File: src/rtl/pose_pkg.sv
// Shared types and constants for the pose score accumulator.
package pose_pkg;

    typedef enum logic [1:0] {
        ST_IDLE  = 2'd0,
        ST_RUN   = 2'd1,
        ST_DRAIN = 2'd2,
        ST_DONE  = 2'd3
    } state_e;

    localparam int HRES_DEF       = 320;
    localparam int VRES_DEF       = 180;
    localparam int LATENCY_DEF    = 3;
    localparam int CLAMP_DEF      = 32;
    localparam int AVG_THRESH_DEF = 8;

    // Distance the scorer reports when no reference pixel exists.
    function automatic int scorer_inf(input int hres, input int vres);
        return hres + vres;
    endfunction

    localparam int INF_DEF    = scorer_inf(HRES_DEF, VRES_DEF);
    localparam int HWIDTH_DEF = $clog2(HRES_DEF);
    localparam int VWIDTH_DEF = $clog2(VRES_DEF);
    localparam int DWIDTH_DEF = $clog2(INF_DEF + 1);
    localparam int CWIDTH_DEF = $clog2(HRES_DEF * VRES_DEF + 1);
    localparam int SWIDTH_DEF = $clog2(HRES_DEF * VRES_DEF * CLAMP_DEF + 1);

endpackage

File: src/rtl/issue_delay_line.sv
// Issue record: LATENCY-deep shift register of {valid, h, v}, one shift per cycle.
module issue_delay_line #(
    parameter int LATENCY = 3,
    parameter int HWIDTH  = 9,
    parameter int VWIDTH  = 8
) (
    input  logic              clk_in,
    input  logic              rst_n_in,
    input  logic              push_valid_in,
    input  logic [HWIDTH-1:0] push_hcount_in,
    input  logic [VWIDTH-1:0] push_vcount_in,
    output logic              pop_valid_out,
    output logic [HWIDTH-1:0] pop_hcount_out,
    output logic [VWIDTH-1:0] pop_vcount_out
);

    logic [LATENCY-1:0] valid_q, valid_d;
    logic [HWIDTH-1:0]  h_q [LATENCY];
    logic [HWIDTH-1:0]  h_d [LATENCY];
    logic [VWIDTH-1:0]  v_q [LATENCY];
    logic [VWIDTH-1:0]  v_d [LATENCY];

    // Shift every cycle; stage 0 takes the new record.
    always_comb begin
        valid_d[0] = push_valid_in;
        h_d[0]     = push_hcount_in;
        v_d[0]     = push_vcount_in;
        for (int i = 1; i < LATENCY; i++) begin
            valid_d[i] = valid_q[i-1];
            h_d[i]     = h_q[i-1];
            v_d[i]     = v_q[i-1];
        end
    end

    // Stage registers, cleared on reset.
    always_ff @(posedge clk_in) begin
        if (!rst_n_in) begin
            valid_q <= '0;
            h_q     <= '{default: '0};
            v_q     <= '{default: '0};
        end else begin
            valid_q <= valid_d;
            h_q     <= h_d;
            v_q     <= v_d;
        end
    end

    assign pop_valid_out  = valid_q[LATENCY-1];
    assign pop_hcount_out = h_q[LATENCY-1];
    assign pop_vcount_out = v_q[LATENCY-1];

endmodule

File: src/rtl/pose_score_accumulator.sv
// Streams the skeleton mask, issues one distance query per set pixel, checks the
// scorer's fixed-latency responses against the issue record and accumulates a
// per-frame score of clamped distances.
//
// state    | meaning
// ---------+------------------------------------------------------------
// ST_IDLE  | waiting for start_in; results from the last frame held
// ST_RUN   | accepting mask beats while the scorer is in query mode
// ST_DRAIN | no new issues; waits for the last record to retire
// ST_DONE  | one cycle: score_valid_out pulses, match decision latched
module pose_score_accumulator
    import pose_pkg::*;
#(
    parameter int  HRES       = HRES_DEF,
    parameter int  VRES       = VRES_DEF,
    parameter int  LATENCY    = LATENCY_DEF,
    parameter int  CLAMP      = CLAMP_DEF,
    parameter int  AVG_THRESH = AVG_THRESH_DEF,
    localparam int HWIDTH     = $clog2(HRES),
    localparam int VWIDTH     = $clog2(VRES),
    localparam int DWIDTH     = $clog2(scorer_inf(HRES, VRES) + 1),
    localparam int CWIDTH     = $clog2(HRES * VRES + 1),
    localparam int SWIDTH     = $clog2(HRES * VRES * CLAMP + 1)
) (
    input  logic              clk_in,
    input  logic              rst_n_in,
    input  logic              start_in,
    input  logic              scorer_ready_in,
    input  logic [HWIDTH-1:0] mask_hcount_in,
    input  logic [VWIDTH-1:0] mask_vcount_in,
    input  logic              mask_pixel_in,
    input  logic              mask_valid_in,
    output logic              mask_ready_out,
    output logic [HWIDTH-1:0] query_hcount_out,
    output logic [VWIDTH-1:0] query_vcount_out,
    output logic              query_valid_out,
    input  logic [HWIDTH-1:0] resp_hcount_in,
    input  logic [VWIDTH-1:0] resp_vcount_in,
    input  logic [DWIDTH-1:0] resp_distance_in,
    input  logic              resp_valid_in,
    output logic [SWIDTH-1:0] score_sum_out,
    output logic [CWIDTH-1:0] score_count_out,
    output logic              score_valid_out,
    output logic              match_out,
    output logic              error_out
);

    // The drain timer spans the whole delay line, so the last accepted beat
    // (issued or not) retires in the final DRAIN cycle and DONE follows.
    localparam int TWIDTH = (LATENCY > 1) ? $clog2(LATENCY) : 1;

    state_e              state_q, state_d;
    logic [TWIDTH-1:0]   drain_q, drain_d;
    logic [SWIDTH-1:0]   sum_q, sum_d;
    logic [CWIDTH-1:0]   count_q, count_d;
    logic                error_q, error_d;
    logic                match_q, match_d;
    logic [HWIDTH-1:0]   qh_q, qh_d;
    logic [VWIDTH-1:0]   qv_q, qv_d;

    logic                accept, issue, last_beat, start_go;
    logic                dl_valid;
    logic [HWIDTH-1:0]   dl_h;
    logic [VWIDTH-1:0]   dl_v;
    logic                entry_ok, entry_bad, match_now;
    logic [SWIDTH-1:0]   dist_clamped, thresh;

    // Beat handshake and frame-boundary decode.
    always_comb begin
        accept    = (state_q == ST_RUN) && scorer_ready_in && mask_valid_in;
        issue     = accept && mask_pixel_in;
        last_beat = accept && (mask_hcount_in == HWIDTH'(HRES - 1))
                           && (mask_vcount_in == VWIDTH'(VRES - 1));
        start_go  = (state_q == ST_IDLE) && start_in;
    end

    issue_delay_line #(
        .LATENCY (LATENCY),
        .HWIDTH  (HWIDTH),
        .VWIDTH  (VWIDTH)
    ) u_issue_delay_line (
        .clk_in         (clk_in),
        .rst_n_in       (rst_n_in),
        .push_valid_in  (issue),
        .push_hcount_in (issue ? mask_hcount_in : '0),
        .push_vcount_in (issue ? mask_vcount_in : '0),
        .pop_valid_out  (dl_valid),
        .pop_hcount_out (dl_h),
        .pop_vcount_out (dl_v)
    );

    // State and drain timer registers.
    always_ff @(posedge clk_in) begin
        if (!rst_n_in) begin
            state_q <= ST_IDLE;
            drain_q <= '0;
        end else begin
            state_q <= state_d;
            drain_q <= drain_d;
        end
    end

    // Next-state logic and drain down-counter.
    always_comb begin
        state_d = state_q;
        drain_d = drain_q;
        case (state_q)
            ST_IDLE:  if (start_in) state_d = ST_RUN;
            ST_RUN: begin
                if (last_beat) begin
                    state_d = ST_DRAIN;
                    drain_d = TWIDTH'(LATENCY - 1);
                end
            end
            ST_DRAIN: begin
                if (drain_q == '0) state_d = ST_DONE;
                else               drain_d = drain_q - TWIDTH'(1);
            end
            ST_DONE:  state_d = ST_IDLE;
            default:  state_d = ST_IDLE;
        endcase
    end

    // FSM outputs; query coords hold their last issued value between issues.
    always_comb begin
        mask_ready_out   = (state_q == ST_RUN) && scorer_ready_in;
        query_valid_out  = issue;
        query_hcount_out = issue ? mask_hcount_in : qh_q;
        query_vcount_out = issue ? mask_vcount_in : qv_q;
        score_valid_out  = (state_q == ST_DONE);
        match_out        = (state_q == ST_DONE) ? match_now : match_q;
        score_sum_out    = sum_q;
        score_count_out  = count_q;
        error_out        = error_q;
    end

    // Response alignment against the retiring issue record and match decision.
    always_comb begin
        entry_ok  = dl_valid && resp_valid_in
                    && (resp_hcount_in == dl_h) && (resp_vcount_in == dl_v);
        entry_bad = dl_valid && !entry_ok;
        if (SWIDTH'(resp_distance_in) > SWIDTH'(CLAMP)) dist_clamped = SWIDTH'(CLAMP);
        else                                            dist_clamped = SWIDTH'(resp_distance_in);
        thresh    = SWIDTH'(count_q) * SWIDTH'(AVG_THRESH);
        match_now = (count_q != '0) && (sum_q <= thresh);
    end

    // Accumulator, sticky error, match latch and held query coords.
    always_comb begin
        sum_d   = sum_q;
        count_d = count_q;
        error_d = error_q;
        match_d = match_q;
        qh_d    = qh_q;
        qv_d    = qv_q;
        if (issue) begin
            qh_d = mask_hcount_in;
            qv_d = mask_vcount_in;
        end
        if (start_go) begin
            sum_d   = '0;
            count_d = '0;
            error_d = 1'b0;
            match_d = 1'b0;
        end else begin
            if (entry_ok) begin
                sum_d   = sum_q + dist_clamped;
                count_d = count_q + CWIDTH'(1);
            end
            if (entry_bad) error_d = 1'b1;
            if (state_q == ST_DONE) match_d = match_now;
        end
    end

    // Datapath registers.
    always_ff @(posedge clk_in) begin
        if (!rst_n_in) begin
            sum_q   <= '0;
            count_q <= '0;
            error_q <= 1'b0;
            match_q <= 1'b0;
            qh_q    <= '0;
            qv_q    <= '0;
        end else begin
            sum_q   <= sum_d;
            count_q <= count_d;
            error_q <= error_d;
            match_q <= match_d;
            qh_q    <= qh_d;
            qv_q    <= qv_d;
        end
    end

endmodule
File: config.mk
export PLATFORM = sky130hd
export DESIGN_NAME = pose_score_accumulator
export DESIGN_NICKNAME = d
export VERILOG_FILES = /design/src/rtl/pose_pkg.sv /design/src/rtl/issue_delay_line.sv /design/src/rtl/pose_score_accumulator.sv
export SDC_FILE = /design/constraint.sdc
export NUM_CORES = 1
export LEC_CHECK = 0
export BUFFER_PORTS_ARGS = -buffer_cell sky130_fd_sc_hd__buf_2
export CAP_MARGIN = 20
export CORE_ASPECT_RATIO = 0.75
export CORE_UTILIZATION = 51
export CTS_BUF_LIST = sky130_fd_sc_hd__clkbuf_8
export DETAILED_ROUTE_END_ITERATION = 8
export PLACE_DENSITY = 0.78
export SLEW_MARGIN = 20
export SYNTH_ARGS = -nofsm -noshare
export SYNTH_HDL_FRONTEND = slang
export SYNTH_SLANG_ARGS = --single-unit
export TNS_END_PERCENT = 1
File: constraint.sdc
create_clock -name clk_in -period 3 [get_ports clk_in]
set_clock_uncertainty 0.15 [all_clocks]
set_input_delay 0.3 -clock clk_in [delete_from_list [all_inputs] [get_ports clk_in]]
set_output_delay 0.3 -clock clk_in [all_outputs]
set_load 0.02 [all_outputs]
# Word level (Yosys, flattened, before mapping)
# Index checks and enable logic that the tools add are counted.
[op_classes] n_addsub=3 mul=0 n_reduce_logical=20 shift=0 mux=10 eq_ne=11 order_cmp=2 bitwise_logic=1 n_div=0
[op_table] op="$add A21 B21 Y21" n=1
[op_table] op="$le A21 B19 Y1" n=1
[op_table] op="$mux W9" n=2
[op_table] op="$add A16 B1 Y16 const B" n=1
[op_table] op="$reduce_bool A16 Y1" n=1
[op_table] op="$logic_and A1 B1 Y1" n=11
[op_table] op="$eq A9 B9 Y1" n=1
[op_table] op="$eq A9 B9 Y1 const B" n=1
[op_table] op="$gt A9 B6 Y1 const B" n=1
[op_table] op="$eq A8 B8 Y1" n=1
[op_table] op="$eq A8 B8 Y1 const B" n=1
[op_table] op="$mux W2" n=4
[op_table] op="$mux W8" n=1
[op_table] op="$ne A2 B2 Y1 const B" n=4
[op_table] op="$pmux W2 S4" n=1
[op_table] op="$reduce_and A3 Y1" n=2
[op_table] op="$eq A2 B2 Y1 const B" n=2
[op_table] op="$logic_not A2 Y1" n=2
[op_table] op="$pmux W2 S2" n=1
[op_table] op="$eq A2 B1 Y1 const B" n=1
[op_table] op="$reduce_and A2 Y1" n=1
[op_table] op="$reduce_bool A2 Y1" n=1
[op_table] op="$reduce_or A2 Y1" n=1
[op_table] op="$sub A2 B1 Y2 const B" n=1
[op_table] op="other kinds (3)" n=3
[word_totals] ramBits=0 latch_bits=0 elab_cells=62 mem_count=0 out_inout_bits=59 in_bits=50 mem_bits_ro=0 register_bits=114

# Longest topological paths before layout
[logic_depth] ltp_word=7 ltp_mapped=11 depth_no_buf=10

# Cells and area by module
# Synthesis repeated with hierarchy kept, for this count alone.
[hier_totals] cells_unflattened=576 hier_area_um2=5342.6
[by_module_without_submodules] module="pose_score_accumulator" seq_area_each_um2=1201.2 n_inst=1 cells_per_inst=463 area_per_inst_um2=3831.2
[by_module_without_submodules] module="issue_delay_line" seq_area_each_um2=1081.0 n_inst=1 cells_per_inst=113 area_per_inst_um2=1511.4

# Worst setup path after synthesis
# OpenSTA, ideal clock, no wires.
[synth_timing] kind="input -> register" start="in resp_distance_in[7]" end="reg sum_q[16] (netlist: score_sum_out[16])" path_stages=11 n_path_buf=1 slack_ns=-0.113 setup_time_ns=0.070 arrival_ns=2.892 required_time_ns=2.780 cell_sequence="nor4_1 > and2_1 > ha_1 > fa_1 > a21oi_1 > o221ai_1 > a2111oi_0 > or4_1 > buf_2 > or3_1 > a21oi_1"
[synth_via] elab_chain_len=3
[synth_lines] item="start: declaration" line_no="pose_score_accumulator.sv:39" source="input logic [DWIDTH-1:0] resp_distance_in,"
[synth_lines] item="$gt A9 B6 Y1" line_no="pose_score_accumulator.sv:142" source="if (SWIDTH'(resp_distance_in) > SWIDTH'(CLAMP)) dist_clamped = SWIDTH'(CLAMP);"
[synth_lines] item="$mux W9 *" line_no="pose_score_accumulator.sv:142"
[synth_lines] item="$add A21 B21 Y21 *" line_no="pose_score_accumulator.sv:167" source="sum_d = sum_q + dist_clamped;"
[synth_lines] item="end signal: assignment" line_no="pose_score_accumulator.sv:185" source="sum_q <= sum_d;"
[synth_lines] item="end: declaration" line_no="pose_score_accumulator.sv:54" source="logic [SWIDTH-1:0] sum_q, sum_d;"
# Mark *: on every way between the ends. The rest lies on a longest branch, timed or not.
# A chain may end at the register's enable or synchronous reset.

# Worst setup path after layout
[layout_timing] start="reg sum_q[0] (netlist: score_sum_out[0])" end="reg sum_q[12] (netlist: score_sum_out[12])"
[layout_via] elab_chain_len=1
[layout_lines] item="$add A21 B21 Y21" line_no="pose_score_accumulator.sv:167"
# Every way passes these cells.

==> flow_summary.json <==
{
  "p_per_area_nw_per_um2": 529,
  "arrival_ns": 3.10,
  "viasPerCell": 5.17,
  "tns_ns": 0,
  "postSynthRegisterBits": 114,
  "path_clk_slew_ns": 0.07,
  "hpwl_um": 9110,
  "core_um2": 9740,
  "root_buffer": "clkbuf_8",
  "die_x_um": 118,
  "cts_num_sinks": 114,
  "placedCellCount": 840,
  "synth_flop_cell": "dfxtp_1",
  "crit_path_end_kind": "flop",
  "drtIter0Drc": 353,
  "nets": 828,
  "htree_levels": 4,
  "grt_overflow_total": 0,
  "synth_edf_count": 0,
  "first_pass_iters": 4,
  "critical_path_required_ns": 3.21,
  "seqCellArea_um2": 2290,
  "grt_pass1_wl_um": 20200,
  "grt_max_degree": 56,
  "yosys_warnings": 0,
  "ir_drop_v": 0.000349,
  "drive_gt1_frac": 0.226,
  "whs_ns": 0.205,
  "maxCapViolCount": 0,
  "rsz0062_at_grt": "false",
  "clk_path_buf_depth": 2,
  "p_total_mw": 3.48,
  "drc": 0,
  "period_share": 0.964,
  "cts_tree": "yes",
  "fp.dieArea_um2": 10500,
  "rows": 31,
  "power.switching_mw": 0.935,
  "ys_async_sr_fraction": 0,
  "die_h_um": 89.0,
  "grt_pass1_vias": 4289,
  "min_period_ns": 2.89,
  "drt_wl_total_um": 12600,
  "maxSlewHeadroom": 0.484,
  "ant_nets": 0,
  "r2r_start": "score_sum_out[0]",
  "clk_latency_ns": 0.44,
  "worstReg2RegEnd": "score_sum_out[12]",
  "gp_congestion": 0.893,
  "area_delta_synth_final_pct": 27.5,
  "rrSetupSlack_ns": 0.11,
  "syn_area_per_cell_um2": 8.67,
  "criticalPathCategory": "reg2reg",
  "n_antenna_cell": 0,
  "fillers": 763,
  "pwr-share-comb": 0.119,
  "ys_types": 43,
  "mappedNetlistArea_um2": 5150,
  "multiInputGateArea_um2": 2690,
  "antenna_found_initial": 0,
  "setup_violations": 0,
  "syn-instance-count": 594,
  "track_usage": 0.248,
  "final_cells": 889,
  "status": "complete, no violations",
  "start_util": 0.529,
  "cts_buffers": 17,
  "slew_viol_final": 0,
  "power.leakage_nw": 3.02,
  "io_buffers": 108,
  "hold_depth": 3,
  "wl_per_cell_um": 14.2,
  "hold_viol_final": 0,
  "min_from": "start_in",
  "rr_worst_depth": 9,
  "swShare": 0.269,
  "tightest_slew_ns": 0.771,
  "min_to": "score_count_out[10]",
  "boundaryPins": 109,
  "hold_path.class": "in2reg",
  "cp_max_fo": 8,
  "num_vias": 4598,
  "ys_seq_area_frac": 0.443,
  "internal_power_mw": 2.54,
  "seqPwrFrac": 0.452,
  "clockPowerShare": 0.429,
  "max_freq_ghz": 0.346,
  "start_kind": "flop"
}
-- worst max-delay path by stage --
stage	startpoint	to	slack (ns)	cells after the start
final	score_sum_out[0]	score_sum_out[12]	0.11	9
after global routing	score_sum_out[0]	score_sum_out[16]	0.007	9
after CTS	score_count_out[3]	match_out	0.02	8
after detailed placement	resp_distance_in[7]	score_sum_out[12]	-0.30	12
after floorplan	resp_distance_in[7]	score_sum_out[16]	0.003	11
after global placement	resp_distance_in[7]	score_sum_out[18]	-0.16	11
-- timing repair --
action / in CTS / in global routing
hold buffers: 17 / 0
pin swaps: 0 / 1
hold endpoints to repair: 17 / 0
resized for setup: 1 / 5
setup endpoints to repair: 1 / 6
setup buffers: 0 / 0
-- critical path, stage by stage, from the launching register on --
cell and delay (ns):
dfxtp_1 0.36, ha_1 0.25, fa_1 0.39, a21oi_1 0.27, o221ai_2 0.18, a2111oi_0 0.59, or4_1 0.24, buf_4 0.16
o21ai_0 0.09, a21oi_1 0.15
-- final cells by class --
cell class	count	area share
clock buffer	17	0.0356
inverter	37	0.0211
sequential	114	0.348
tap	132	0.0251
timing repair buffer	147	0.133
multi-input combinational	427	0.409
clock inverter	15	0.0276
-- synth_stat cells (2+ instances only) --
| cell | number | area, µm² |
|---|---|---|
| a21oi_1 | 38 | 190 |
| o211ai_1 | 2 | 15.0 |
| and2_1 | 76 | 475 |
| a211oi_1 | 4 | 30.0 |
| nor4_1 | 18 | 113 |
| xnor2_1 | 18 | 158 |
| nand2_1 | 87 | 327 |
| o31ai_1 | 2 | 15.0 |
| o21ai_0 | 18 | 90.1 |
| nor2b_1 | 2 | 12.5 |
| mux2i_1 | 2 | 20.0 |
| clkbuf_1 | 15 | 56.3 |
| a21o_1 | 4 | 30.0 |
| or3_1 | 9 | 56.3 |
| nor4b_1 | 3 | 26.3 |
| buf_2 | 2 | 10.0 |
| inv_1 | 36 | 135 |
| or4_1 | 5 | 37.5 |
| nand4_1 | 9 | 56.3 |
| ha_1 | 33 | 413 |
| and3_1 | 4 | 25.0 |
| o41ai_1 | 2 | 17.5 |
| xor2_1 | 18 | 158 |
| nor2_1 | 26 | 97.6 |
| nand3_1 | 19 | 95.1 |
| nor3_1 | 8 | 40.0 |
| o21a_1 | 3 | 22.5 |
| dfxtp_1 | 114 | 2280 |
| o221ai_1 | 3 | 26.3 |
-- routing by layer --
| metal | GRT usage | up-vias | wire (µm) |
|---|---|---|---|
| li1 | - | 2313 | - |
| met3 | 0.0708 | 25 | 731 |
| met2 | 0.426 | 160 | 6050 |
| met5 | 0 | - | 0 |
| met4 | 0.0967 | 0 | 204 |
| met1 | 0.300 | 2100 | 5660 |
-- power by group through the flow --
stage	combinational [mW]	clock, mW	sequential, mW
after floorplan	0.263	0	1.60
after global placement	0.374	0	1.60
after detailed placement	0.390	0	1.61
after CTS	0.412	1.52	1.57
after global routing	0.460	1.59	1.57
final	0.414	1.49	1.57
-- flip-flops by register name, summed over array words and instances, names as in the netlist, 8 cells and up --
name / cells
score_sum_out: 21
qv_q: 8
u_issue_delay_line.pop_vcount_out: 8
u_issue_delay_line.h_d: 18
qh_q: 9
u_issue_delay_line.v_d: 16
u_issue_delay_line.pop_hcount_out: 9
score_count_out: 16
-- cell usage in the layout (no fill, tap or decap), types with 3 or more instances in the layout --
cell / count
inv_6: 4
and3_1: 4
xnor2_1: 18
a211oi_1: 4
nand3_1: 19
dfxtp_2: 4
a21o_1: 4
nor2_1: 26
or3_1: 9
nand2_1: 87
buf_2: 108
clkinv_4: 4
clkbuf_8: 17
or4_1: 5
nor4b_1: 3
xor2_1: 18
nand4_1: 9
o21a_1: 3
nor3_1: 7
dfxtp_1: 110
nor4_1: 17
and2_1: 76
conb_1: 3
bufinv_16: 3
inv_1: 37
a21oi_1: 38
buf_4: 22
o21ai_0: 18
ha_1: 33
dlygate4sd3_1: 17
-- kinds of logic after synthesis --
group	count (synthesis)	share of synthesized area
flip-flops	114	0.443
multiplexers	2	0.00389
AND/OR/NAND/NOR	273	0.277
other	1	0.000728
adder cells (fa/ha/maj)	34	0.0840
AO/OA/AOI/OAI	79	0.0899
XOR/XNOR	36	0.0612
buffers and inverters	55	0.0406
-- per-stage QoR --
stage / utilization / worst slack [ns] / instance area (µm²)
global placement: 0.613 / -0.159 / 5970
detailed placement: 0.613 / -0.298 / 5970
finish: 0.675 / 0.107 / 6570
CTS: 0.674 / 0.0242 / 6560
global route: 0.675 / 0.00741 / 6570
floorplan: - / 0.00347 / 5170
Power figures use the tool's default switching activity.
